**src/rtl/prog_loader_pkg.sv**
```systemverilog
// Shared types and widths for the program loader: state encoding, bus widths
// and the modulo-256 checksum helper.
package prog_loader_pkg;

  localparam int unsigned WORD_W = 15;
  localparam int unsigned ADR_W  = 8;
  localparam int unsigned CSUM_W = 8;

  typedef enum logic [2:0] {
    S_IDLE,
    S_COUNT,
    S_HI,
    S_LO,
    S_WRITE,
    S_CSUM,
    S_RUN,
    S_ERR
  } state_t;

  function automatic logic [CSUM_W-1:0] csum_add(input logic [CSUM_W-1:0] a,
                                                 input logic [CSUM_W-1:0] b);
    return a + b;
  endfunction

endpackage

```
**src/rtl/prog_loader_if.sv**
```systemverilog
// Byte-stream input and program-memory write port of the loader.
interface prog_loader_if;
  import prog_loader_pkg::*;

  logic              in_valid;
  logic [7:0]        in_data;
  logic              in_ready;
  logic              mem_we;
  logic [ADR_W-1:0]  mem_adr;
  logic [WORD_W-1:0] mem_wdata;

  modport master (
    input  in_valid, in_data,
    output in_ready, mem_we, mem_adr, mem_wdata
  );

  modport slave (
    output in_valid, in_data,
    input  in_ready, mem_we, mem_adr, mem_wdata
  );

endinterface

```
**src/rtl/prog_loader_csum_acc.sv**
```systemverilog
// Running modulo-256 sum of accepted load bytes; clear wins over add.
module csum_acc
  import prog_loader_pkg::*;
(
  input  logic              clk,
  input  logic              rst,
  input  logic              clear,
  input  logic              add_en,
  input  logic [CSUM_W-1:0] din,
  output logic [CSUM_W-1:0] sum
);

  always_ff @(posedge clk or posedge rst) begin
    if (rst)         sum <= '0;
    else if (clear)  sum <= '0;
    else if (add_en) sum <= csum_add(sum, din);
  end

endmodule

```
**src/rtl/prog_loader.sv**
```systemverilog
// Serial program loader: receives count, word bytes and checksum, writes the
// words to program memory and releases the processor on a good checksum.
module prog_loader
  import prog_loader_pkg::*;
(
  input  logic             ph1,
  input  logic             reset,
  input  logic             start,
  prog_loader_if.master    bus,
  output logic             cpu_reset,
  output logic             load_err,
  output logic [ADR_W-1:0] words_loaded
);

  state_t            state_q, state_d;
  logic [7:0]        n_q;
  logic [6:0]        hi_q;
  logic [7:0]        lo_q;
  logic [ADR_W-1:0]  words_q;
  logic [CSUM_W-1:0] sum;
  logic              ready;
  logic              we;
  logic              arm;
  logic              xfer;

  assign xfer = bus.in_valid & ready;

  csum_acc u_csum (
    .clk    (ph1),
    .rst    (reset),
    .clear  (arm),
    .add_en (xfer),
    .din    (bus.in_data),
    .sum    (sum)
  );

  always_ff @(posedge ph1 or posedge reset) begin
    if (reset) state_q <= S_IDLE;
    else       state_q <= state_d;
  end

  always_comb begin
    state_d   = state_q;
    ready     = 1'b0;
    we        = 1'b0;
    arm       = 1'b0;
    cpu_reset = 1'b1;
    load_err  = 1'b0;
    case (state_q)
      S_IDLE: begin
        if (start) begin
          arm     = 1'b1;
          state_d = S_COUNT;
        end
      end
      S_COUNT: begin
        ready = 1'b1;
        if (bus.in_valid) state_d = (bus.in_data == 8'h00) ? S_CSUM : S_HI;
      end
      S_HI: begin
        ready = 1'b1;
        if (bus.in_valid) state_d = S_LO;
      end
      S_LO: begin
        ready = 1'b1;
        if (bus.in_valid) state_d = S_WRITE;
      end
      S_WRITE: begin
        we      = 1'b1;
        state_d = (words_q + 8'd1 == n_q) ? S_CSUM : S_HI;
      end
      S_CSUM: begin
        ready = 1'b1;
        // The checksum byte itself must bring the running sum to zero.
        if (bus.in_valid)
          state_d = (csum_add(sum, bus.in_data) == '0) ? S_RUN : S_ERR;
      end
      S_RUN: begin
        cpu_reset = 1'b0;
        if (start) begin
          arm     = 1'b1;
          state_d = S_COUNT;
        end
      end
      S_ERR: begin
        load_err = 1'b1;
        if (start) begin
          arm     = 1'b1;
          state_d = S_COUNT;
        end
      end
      default: state_d = S_IDLE;
    endcase
  end

  always_ff @(posedge ph1 or posedge reset) begin
    if (reset) begin
      n_q     <= '0;
      hi_q    <= '0;
      lo_q    <= '0;
      words_q <= '0;
    end else begin
      if (arm) words_q <= '0;
      if (xfer && state_q == S_COUNT) n_q  <= bus.in_data;
      if (xfer && state_q == S_HI)    hi_q <= bus.in_data[6:0];
      if (xfer && state_q == S_LO)    lo_q <= bus.in_data;
      if (state_q == S_WRITE)         words_q <= words_q + 8'd1;
    end
  end

  assign bus.in_ready  = ready;
  assign bus.mem_we    = we;
  assign bus.mem_adr   = words_q;
  assign bus.mem_wdata = {hi_q, lo_q};
  assign words_loaded  = words_q;

endmodule

```
**src/flat_wrapper.sv**
```systemverilog
// flat-port wrapper written by rule: the top's interface ports become plain ports
module prog_loader_flat import prog_loader_pkg::*;
  (ph1, reset, start, cpu_reset, load_err, words_loaded, bus_in_valid, bus_in_data, bus_in_ready, bus_mem_we, bus_mem_adr, bus_mem_wdata);
  prog_loader_if bus_i ();
  input  logic ph1;
  input  logic reset;
  input  logic start;
  output logic cpu_reset;
  output logic load_err;
  output logic [ADR_W-1:0] words_loaded;
  input wire logic [$bits(bus_i.in_valid)-1:0] bus_in_valid;
  input wire logic [$bits(bus_i.in_data)-1:0] bus_in_data;
  output wire logic [$bits(bus_i.in_ready)-1:0] bus_in_ready;
  output wire logic [$bits(bus_i.mem_we)-1:0] bus_mem_we;
  output wire logic [$bits(bus_i.mem_adr)-1:0] bus_mem_adr;
  output wire logic [$bits(bus_i.mem_wdata)-1:0] bus_mem_wdata;
  assign bus_i.in_valid = bus_in_valid;
  assign bus_i.in_data = bus_in_data;
  assign bus_in_ready = bus_i.in_ready;
  assign bus_mem_we = bus_i.mem_we;
  assign bus_mem_adr = bus_i.mem_adr;
  assign bus_mem_wdata = bus_i.mem_wdata;
  prog_loader u_core (.ph1(ph1), .reset(reset), .start(start), .bus(bus_i), .cpu_reset(cpu_reset), .load_err(load_err), .words_loaded(words_loaded));
endmodule
```
**config.mk**
```make
export PLATFORM = sky130hd
export DESIGN_NAME = prog_loader_flat
export DESIGN_NICKNAME = d
export VERILOG_FILES = /design/src/rtl/prog_loader_pkg.sv /design/src/rtl/prog_loader_if.sv /design/src/rtl/prog_loader_csum_acc.sv /design/src/rtl/prog_loader.sv /design/src/flat_wrapper.sv
export SDC_FILE = /design/constraint.sdc
export NUM_CORES = 1
export LEC_CHECK = 0
export ABC_AREA = 1
export CORE_MARGIN = 3
export CORE_UTILIZATION = 30
export DETAILED_ROUTE_END_ITERATION = 7
export PLACE_DENSITY = 0.5
export RECOVER_POWER = 50
export SLEW_MARGIN = 20
export SYNTH_ARGS = -nofsm -noshare
export SYNTH_HDL_FRONTEND = slang
export SYNTH_SLANG_ARGS = --single-unit
export TNS_END_PERCENT = 1
```
**constraint.sdc**
```tcl
create_clock -name ph1 -period 1.98 [get_ports ph1]
set_clock_uncertainty 0.1 [all_clocks]
set_input_delay 0.396 -clock ph1 [delete_from_list [all_inputs] [get_ports ph1]]
set_output_delay 0.396 -clock ph1 [all_outputs]
set_load 0.005 [all_outputs]
```
==> metrics, run 1 <==
status finished, violations left; failing checks setup timing; Core Box Area roughly 7900 sq um; Final min period roughly 2000 ps; Rows 32; DRT iter0 DRCs 90; 1st-pass router iterations 6; final worst path period share 101%; Post-Synth XOR/XNOR Area between 1 and 1.5%; global-route usage over all layers between 10% and 20%; die height approximately 97 microns; IO buf count 46; worst-margin pin slew ~1100 ps; type of the most critical hold path reg2reg; detailed-route wire length roughly 6400 microns; RSZ-0062 raised after global routing yes; Area Overhead vs Synth 33.6%; fin nets between 400 and 500; share of cells above drive strength 1 ~14%; Lkg Pwr 1.67 nW; Power Density roughly 1300 nW/um^2; fmax 502 MHz; critical path capture point type flip-flop; Net Count, Synth 360; crit path max fanout 4; Mapped Cells between 300 and 400; simple-gate share of the synthesized area 30.0%; Post-synth top cells 97 x nand2_1, 56 x inv_1, 42 x dfrtp_1; GPL Wtd Cong about 0.84; Vias/cell ~4.6; Max Slew Vio Count 0; maximum vdd drop between 400 and 500 uV; Compound-Gate Fraction of Synth Area between 10% and 20%; post-route cell area between 3000 and 4000 sq um; Worst-Skew Late Latency 300 ps; Initial Utilization 31.7%; clock root cell clkbuf_8; vias in the first global route between 2000 and 2500; largest net degree at the start of global routing 43; CP required between 2000 and 2500 ps; Synth area leader dfrtp_1; TritonCTS buffer count 5; cell with the most instances after synthesis nand2_1; proportion of synthesized area in mux cells 0%; # setup viols final 1; #FFs+latches synth 42; Die Span X between 90 and 100 microns; post-route insts no fill 509; Top-Level Pins 47; number of synthesized flops with an enable pin 0; final worst setup slack -11.2 ps; CP Data Arrival Time approximately 2100 ps; Post-DP Area around 3200 sq um; clock buffer depth 2; Routed WL per cell about 12 microns; Mapped Area roughly 2500 sq um; CTS tree done; Relative slew margins between 20% and 30%; final hold violations 0; post-route ant nets 0; Crit Path Class in2reg; total gr overflow 0; DIE AREA ~9500 sq um; WHS Path Cells 2; Worst setup SP type input pin; post-DP HPWL ~4800 microns; Unique masters post-synth 27; post-synthesis adder-cell area fraction under 10%; register area share after synthesis 41.9%; first-pass GRT wire length around 11000 microns; Worst-path clk slew around 80 ps; largest cells by area after synthesis dfrtp_1 42%, nand2_1 14%, inv_1 8.4%, o21ai_0 6.6%, nand3_1 6.0%; H-Tree Depth 2; # DRC 0; total power between 4 and 5 mW; largest family of logic cells by synthesized area simple AND/OR/NAND/NOR gates; r2r worst-path depth 14; CTS Sinks 42; # placed instances 498; Ys Warns 0; Ant. Diodes 0; area share of the largest cell type after synthesis a little over two fifths; Async S/R FF share, synth 100%; initial antenna violation count 0; vias post-DR 2342; Final Hold Slack 389 ps; max_cap viols 0; Synth Flop Type dfrtp_1; syn avg cell area 7.41 sq um
metal layers:
layer,track usage [%],wire length (microns),up-vias
met5,0,0,-
li1,-,-,1210
met1,18.4,3090,1074
met3,2.80,278,11
met2,23.5,2860,47
met4,4.69,136,0
metrics by stage:
stage	setup WS, ps	util, %	TNS [ps]
after floorplan	32.4	-	0
after global placement	-524	40.5	-1820
after detailed placement	-595	40.5	-1980
after CTS	-2.08	42.4	-2.08
after global routing	-197	42.3	-232
final	-11.2	42.3	-11.2
cell usage in the layout (no fill, tap or decap), drive strengths merged:
cell | netlist | routed
nand2 | 103 | 103
inv | 57 | 57
dfrtp | 42 | 42
clkdlybuf4s50 | 0 | 38
o21ai | 36 | 36
nand3 | 31 | 31
buf | 10 | 23
nor2 | 22 | 22
clkbuf | 2 | 11
ha | 8 | 8
o22ai | 7 | 7
nand4 | 7 | 7
dlygate4sd2 | 0 | 6
a21oi | 4 | 4
nand3b | 3 | 3
xor2 | 2 | 2
dlygate4sd3 | 0 | 2
a21boi | 1 | 1
o21bai | 1 | 1
xnor2 | 1 | 1
a22o | 1 | 1
fa | 1 | 1
worst max-delay path: stages:
cell and delay [ps]:
clkdlybuf4s50_1 430, ha_1 360, nand2_1 90, nand2_1 70, a21oi_1 170, nand2_1 80, nand2_1 50, nand2_1 60
nor2_1 80, nand2_1 70, nand2_1 60, nand3_1 70, nand2_1 60, nand2_1 40
state kept, by name, summed over array words and instances (netlist names):
name / cells
u_core.bus.mem_adr: 8
u_core.hi_q: 7
u_core.lo_q: 8
u_core.n_q: 8
u_core.state_q: 3
u_core.u_csum.sum: 8
cells by family after synthesis:
group | after synthesis
simple gates | 166
buf+inv | 69
compound gates | 50
flops | 42
fa+ha+maj | 9
xor+xnor | 3
power by group:
group	switching, mW	total, mW	internal, mW	leakage, nW
registers	0.241	1.44	1.20	0.537
clock network	0.308	0.660	0.353	0.0575
logic	1.19	2.30	1.10	1.08
total	1.74	4.39	2.65	1.67
worst paths after layout:
kind                       slack (ps)                    end                  from
setup / recovery                  -10      u_core.state_q[0]        bus_in_data[4]
hold / removal                    390         u_core.lo_q[1]        u_core.lo_q[1]
setup reg to reg                   10      u_core.state_q[0]  u_core.u_csum.sum[0]
hold reg to reg                   390         u_core.lo_q[1]        u_core.lo_q[1]
max in group asynchronous         240      u_core.state_q[0]                 reset
min in group asynchronous         790  u_core.bus.mem_adr[1]                 reset
timing repair:
| item | 4_1_cts | 5_1_grt |
|---|---|---|
| hold buffers | 0 | 0 |
| pin swaps | 3 | 0 |
| setup endpoints to repair | 6 | 2 |
| gates resized for setup | 13 | 4 |
| cloned | 0 | 0 |
| setup buffers | 3 | 0 |
cell type report:
| type | instances | area (sq um) |
|---|---|---|
| clock buffer | 8 | 110 |
| fill | 831 | 4570 |
| inverter | 57 | 214 |
| multi-input combinational | 228 | 1210 |
| sequential | 42 | 1050 |
| tap | 102 | 128 |
| timing repair buffer | 72 | 638 |
No activity file was read; power rests on OpenSTA's default activity.
==> run 2: changes to the inputs <==
--- a/config.mk
+++ b/config.mk
@@ -5,9 +5,10 @@
 export SDC_FILE = /design/constraint.sdc
 export NUM_CORES = 1
 export LEC_CHECK = 0
-export ABC_AREA = 1
+export ABC_AREA = 0
 export CORE_MARGIN = 3
 export CORE_UTILIZATION = 30
+export CTS_BUF_LIST = sky130_fd_sc_hd__clkbuf_4
 export DETAILED_ROUTE_END_ITERATION = 7
 export PLACE_DENSITY = 0.5
 export RECOVER_POWER = 50
==> run 2 against run 1 <==
Design area fell by 0.82%. Final cell count fell by 20%. The run still ends with setup timing left. Worst setup slack got worse by 410 ps.
==> metrics, run 2 <==
status finished, violations left; failing checks setup timing; Top-Level Pins 47 (unchanged); die height 94.9 microns (-2.7%); ordered list of cells on the worst path ha_4 -> fa_2 -> a21o_1 -> a221o_1 -> a21oi_2 -> xnor2_1 -> nand4bb_1 -> a221o_1; WHS Path Cells 1 (-1); fmax 416 MHz (-17%); Die Span X 94.9 microns (-2.7%); register area share after synthesis 44.3% (+2.5 points); delay of the slowest cell on the worst path 420 ps (about the same); Net Sw Frac 35.1% (-4.5 points); vias post-DR 1929 (-18%); Final min period 2400 ps (+413 ps); initial antenna violation count 0 (unchanged); CTS Sinks 42 (unchanged); Synth Flop Type dfrtp_1; Reg-to-Reg Start u_core.u_csum.sum[0]; area share of the largest cell type after synthesis 44.3% (+2.5 points); type of the most critical hold path reg2reg; vias in the first global route 1940 (-17%); Worst setup SP type flip-flop; Routed WL per cell 14.1 microns (+13%); Int Pwr 2.98 mW (+12%); IO buf count 46 (unchanged); clock root cell clkbuf_4; Net Count, Synth 243 (-33%); # placed instances 395 (-21%); post-route insts no fill 405 (-20%); CTS tree done; Worst-path clk slew 120 ps (+40 ps); Synth area leader dfrtp_1; final worst setup slack -424 ps (-413 ps); CP required 2120 ps (+50 ps); 1st-pass router iterations 4 (-2); Core Box Area 7450 sq um (-6.1%); Place WS -1060 ps (-465 ps); commonest non-fill, non-tap cell in the layout dfrtp_1; number of synthesized flops with an enable pin 0 (unchanged); NetSw 1.61 mW (-7.5%); flop2flop setup slack -420 ps (-430 ps); Unique masters post-synth 42 (+56%); final worst path period share 121% (+21 points); Max Slew Vio Count 0 (unchanged); Crit Path Class reg2reg; most frequent CP cell a221o_1; fillers 748 (-10%); total gr overflow 0 (unchanged); first-pass GRT wire length 9800 microns (-11%); Logic pwr share 58.3% (+6.0 points); Worst-Skew Late Latency 350 ps (+50 ps); largest cells by area after synthesis dfrtp_1 44%, mux2_2 11%, ha_1 4.2%, xnor2_1 4.1%, o21ai_0 3.0%; worst-margin pin slew 1030 ps (-58.5 ps); crit path to u_core.state_q[0]; CP Data Arrival Time 2550 ps (+470 ps); Rows 31 (-3.1%); r2r worst-path depth 8 (-6); cell with the most instances after synthesis dfrtp_1; critical path capture point type flip-flop; Vias/cell 4.76 (+3.5%); syn avg cell area 10.7 sq um (+44%); max_cap viols 0 (unchanged); share of cells above drive strength 1 30.1% (+16 points); Ant. Diodes 0 (unchanged); Post-DP Area 3230 sq um (+0.86%); worst setup path start u_core.u_csum.sum[0]; Relative slew margins 31.0% (+3.9 points); post-DP HPWL 4390 microns (-9.2%); most frequent cells in the layout 40 x dfrtp_1, 39 x clkdlybuf4s50_1, 39 x buf_4; largest net degree at the start of global routing 43 (unchanged); final hold violations 0 (unchanged); H-Tree Depth 2 (unchanged); maximum vdd drop 601 uV (+22%); Final Hold Slack 422 ps (+33.1 ps); slowest CP cell dfrtp_1; Mapped Cells 222 (-35%); DIE AREA 9010 sq um (-5.2%); Ys Warns 0 (unchanged); Async S/R FF share, synth 100% (unchanged); Worst Hold Launch u_core.hi_q[1]; # DRC 0 (unchanged); hold_buf cts 0 (unchanged); post-route ant nets 0 (unchanged); RSZ-0062 raised after global routing yes; post-route cell area 3330 sq um (-0.82%); TritonCTS buffer count 5 (unchanged); # setup viols final 5 (+4); Area Overhead vs Synth 40.4%; crit path max fanout 2 (-2); clock buffer depth 2 (unchanged); Lkg Pwr 1.50 nW (-10%); Initial Utilization 31.8% (+0.16 points); Power Density 1380 nW/um^2 (+5.4%); clock network power share 9.5% (-5.5 points); fin nets 326 (-24%); detailed-route wire length 5710 microns (-10%); #FFs+latches synth 42 (unchanged); GPL Wtd Cong 0.809 (-3.2%); sequential power share 32.2% (-0.5 points); total power 4.59 mW (+4.5%); DRT iter0 DRCs 100 (+11%); Mapped Area 2370 sq um (-5.6%); global-route usage over all layers 14.2% (+0.040 points); FF-to-FF End u_core.state_q[0]; Post-synth top cells 42 x dfrtp_1, 23 x mux2_2, 14 x nand2_1, 14 x o21ai_0, 11 x xnor2_1
run 2: changes by cell type after synthesis, moves of 6 or more:
| cell | change |
|---|---|
| a21oi_1 | +6 |
| a22o_1 | +6 |
| inv_1 | -51 |
| mux2_2 | +23 |
| nand2_1 | -83 |
| nand2_2 | -6 |
| nand3_1 | -21 |
| nand4_1 | -6 |
| nor2_1 | -6 |
| o21ai_0 | -19 |
| o22ai_1 | -7 |
| xnor2_1 | +10 |
run 2: what timing repair did:
item,CTS,global route
hold endpoints to repair,0,0
endpoints found under the setup margin,12,16
pin swaps,8,1
resized for setup,8,10
setup buffers,2,0
run 2: metrics by stage:
step | util [%] | TNS, ps
5_1_grt | 44.7 | -2110
4_1_cts | 44.5 | -1330
3_3_place_gp | 43.4 | -6210
3_5_place_dp | 43.4 | -6190
6_report | 44.7 | -1160
2_1_floorplan | - | -439
run 2: final cells by class:
cell class | count | area (sq um) | area share, %
clock inverter | 2 | 8.76 | 0.263
sequential | 42 | 1050 | 31.7
timing repair buffer | 93 | 833 | 25.0
multi-input combinational | 158 | 1240 | 37.4
tap | 99 | 124 | 3.72
inverter | 5 | 18.8 | 0.564
clock buffer | 6 | 45.0 | 1.35
run 2: cells by family after synthesis:
logic type               count (synthesis)  synth area share, %
buffers and inverters                   22                 4.96
adder cells (fa/ha/maj)                  9                 5.07
AO/OA/AOI/OAI                           50                 14.6
AND/OR/NAND/NOR                         55                 12.0
multiplexers                            25                 11.8
flip-flops                              42                 44.3
XOR/XNOR                                19                 7.34
run 2: power by group through the flow:
| stage | sequential [mW] | clock (mW) | combinational (mW) |
|---|---|---|---|
| 2_1_floorplan | 1.45 | 0 | 1.49 |
| 3_3_place_gp | 1.48 | 0 | 2.64 |
| 3_5_place_dp | 1.49 | 0 | 2.64 |
| 4_1_cts | 1.48 | 0.465 | 2.72 |
| 5_1_grt | 1.53 | 0.516 | 2.96 |
| 6_report | 1.48 | 0.437 | 2.67 |
run 2: layer usage:
metal	global-route usage (%)	vias up	share of wire [%]
li1	-	961	-
met1	19.4	926	47
met2	22.7	37	48
met3	2.71	5	3.7
met4	4.33	0	1.1
met5	0	-	0
run 2: worst min-delay path by stage:
stage	to
floorplan	u_core.u_csum.sum[7]
global placement	u_core.u_csum.sum[7]
detailed placement	u_core.hi_q[3]
CTS	u_core.bus.mem_adr[6]
global route	u_core.lo_q[5]
finish	u_core.hi_q[1]
run 2: critical path: cells and delay by family (launching register included):
kind                       cells  cell delay (ps)
AOI/OAI and AO/OA              4              950
xor gates and xnor gates       1               80
adders and majority gates      2              530
DFF                            1              420
and+or+nand+nor                1              200
==> run 3: changes to the inputs <==
--- a/config.mk
+++ b/config.mk
@@ -6,11 +6,12 @@
 export NUM_CORES = 1
 export LEC_CHECK = 0
 export ABC_AREA = 0
-export CORE_MARGIN = 3
+export CORE_MARGIN = 2
 export CORE_UTILIZATION = 30
 export CTS_BUF_LIST = sky130_fd_sc_hd__clkbuf_4
+export CTS_CLUSTER_DIAMETER = 100
 export DETAILED_ROUTE_END_ITERATION = 7
-export PLACE_DENSITY = 0.5
+export PLACE_DENSITY_LB_ADDON = 0.08
 export RECOVER_POWER = 50
 export SLEW_MARGIN = 20
 export SYNTH_ARGS = -nofsm -noshare
==> run 3 against run 2 <==
The run still ends with setup timing left. Count of clock-buffer cells in the layout is the same. Combinational power is 6% higher. Sequential cell count did not move. Utilization rose by 0.13 points. Maximum frequency is 2.8% higher. Non-clock buffer count rose by 7. Wire length is 4.7% higher. Register-to-register slack gained 70 ps. Worst setup slack better by 65 ps. Sequential power about the same.
==> metrics, run 3 (synthesis results as in run 2) <==
DRT iter0 DRCs 89 (-11%); Worst-Skew Late Latency 370 ps (+20 ps); sequential cell area 1050 sq um (-0.12%); Die Span X 92.9 microns (-2.1%); Worst-path clk slew 140 ps (+20 ps); crit path to u_core.state_q[0]; Rows 32 (+3.2%); TritonCTS buffer count 5 (unchanged); maximum vdd drop 606 uV (+0.84%); Lkg Pwr 1.54 nW (+2.6%); final hold violations 0 (unchanged); Worst setup SP type flip-flop; vias post-DR 1990 (+3.2%); most frequent cells in the layout 46 x buf_4, 41 x clkdlybuf4s50_1, 41 x dfrtp_1; global-route usage over all layers 14.8% (+0.60 points); Final min period 2340 ps (-65.2 ps); RSZ-0062 raised after global routing yes; post-route cell area 3450 sq um (+3.5%); IO buf count 46 (unchanged); CTS Sinks 42 (unchanged); detailed-route wire length 5980 microns (+4.7%); initial antenna violation count 0 (unchanged); type of the most critical hold path reg2reg; FF-to-FF End u_core.state_q[0]; share of cells above drive strength 1 33.2% (+3.2 points); largest net degree at the start of global routing 43 (unchanged); fmax 428 MHz (+2.8%); commonest non-fill, non-tap cell in the layout buf_4; post-DP HPWL 4400 microns (+0.25%); H-Tree Depth 2 (unchanged); Power Density 1420 nW/um^2 (+2.7%); Routed WL per cell 14.4 microns (+2.2%); 1st-pass router iterations 4 (unchanged); Ant. Diodes 0 (unchanged); critical path capture point type flip-flop; Core Box Area 7690 sq um (+3.2%); failing checks setup timing; CP Data Arrival Time 2500 ps (-50 ps); fin nets 333 (+2.1%); status finished, violations left; final worst setup slack -359 ps (+65.2 ps); # setup viols final 5 (unchanged); first-pass GRT wire length 9870 microns (+0.70%); Reg-to-Reg Start u_core.u_csum.sum[0]; Vias/cell 4.80 (+0.68%); clock buffer depth 2 (unchanged); Initial Utilization 30.8% (-0.99 points); crit path max fanout 2 (unchanged); Top-Level Pins 47 (unchanged); r2r worst-path depth 8 (unchanged); die height 92.9 microns (-2.1%); Crit Path Class reg2reg; Max Slew Vio Count 0 (unchanged); clock root cell clkbuf_4; CP required 2140 ps (+20 ps); max_cap viols 0 (unchanged); total gr overflow 0 (unchanged); flop2flop setup slack -360 ps (+70 ps); fillers 769 (+2.8%); Area Overhead vs Synth 45.3%; worst-margin pin slew 1090 ps (+55.6 ps); Post-DP Area 3300 sq um (+2.1%); worst setup path start u_core.u_csum.sum[0]; post-route ant nets 0 (unchanged); final worst path period share 118% (-3.3 points); area occupied by multi-input gates 1270 sq um (+2.1%); GPL Wtd Cong 0.750 (-7.2%); DIE AREA 8630 sq um (-4.2%); CTS tree done; vias in the first global route 1948 (+0.41%); Final Hold Slack 415 ps (-6.75 ps); # DRC 0 (unchanged); Relative slew margins 27.3% (-3.7 points)
## run 3: how the worst min path moves through the flow
stage	from	end	slack (ps)	depth (start not counted)
after detailed placement	u_core.lo_q[7]	u_core.lo_q[7]	390	1
after floorplan	u_core.u_csum.sum[7]	u_core.u_csum.sum[7]	370	2
after global routing	u_core.lo_q[7]	u_core.lo_q[7]	440	1
after CTS	reset	u_core.hi_q[3]	240	3
after global placement	u_core.u_csum.sum[7]	u_core.u_csum.sum[7]	390	2
final	u_core.lo_q[7]	u_core.lo_q[7]	420	1
## run 3: per-stage QoR
| stage | power (mW) | setup WS, ps | instances | TNS, ps | util (%) |
|---|---|---|---|---|---|
| 6_report | 4.88 | -359 | 415 | -1110 | 44.8 |
| 5_1_grt | 5.28 | -459 | 415 | -1840 | 44.8 |
| 4_1_cts | 4.90 | -410 | 414 | -1400 | 44.5 |
| 3_5_place_dp | 4.23 | -961 | 405 | -5160 | 43.0 |
| 3_3_place_gp | 4.21 | -929 | 405 | -4990 | 43.0 |
| 2_1_floorplan | 2.94 | -347 | 222 | -439 | - |
## run 3: per-layer routing
| metal | wire, microns | GRT usage [%] | up-vias |
|---|---|---|---|
| met4 | 84 | 5.76 | 0 |
| met2 | 2900 | 23.9 | 33 |
| li1 | - | - | 973 |
| met3 | 200 | 2.03 | 7 |
| met5 | 0 | 0 | - |
| met1 | 2800 | 20.0 | 977 |
## run 3: worst max-delay path, stage by stage, from the launching register on
cell and delay (ps):
dfrtp_1 430, ha_4 170, fa_2 350, a21o_1 180, a221o_1 300, a21oi_2 130
xnor2_1 80, nand4bb_1 190, a221o_1 300
## run 3: report_power, final
part           total [mW]  internal (mW)  switching [mW]
combinational        2.82           1.68            1.14
clock               0.586          0.280           0.306
sequential           1.48           1.22           0.252
total                4.88           3.19            1.70
## run 3: area by class of cell
| type | instances | area share (%) |
|---|---|---|
| sequential | 42 | 30.5 |
| tap | 102 | 3.70 |
| multi-input combinational | 158 | 36.9 |
| clock buffer | 6 | 1.31 |
| inverter | 5 | 0.545 |
| timing repair buffer | 100 | 25.9 |
| clock inverter | 2 | 1.09 |
## run 3: timing repair
item                       CTS  global route
pin swaps                    8             3
resized for setup            8            10
setup buffers                1             1
hold buffers                 0             0
setup endpoints to repair   12            15
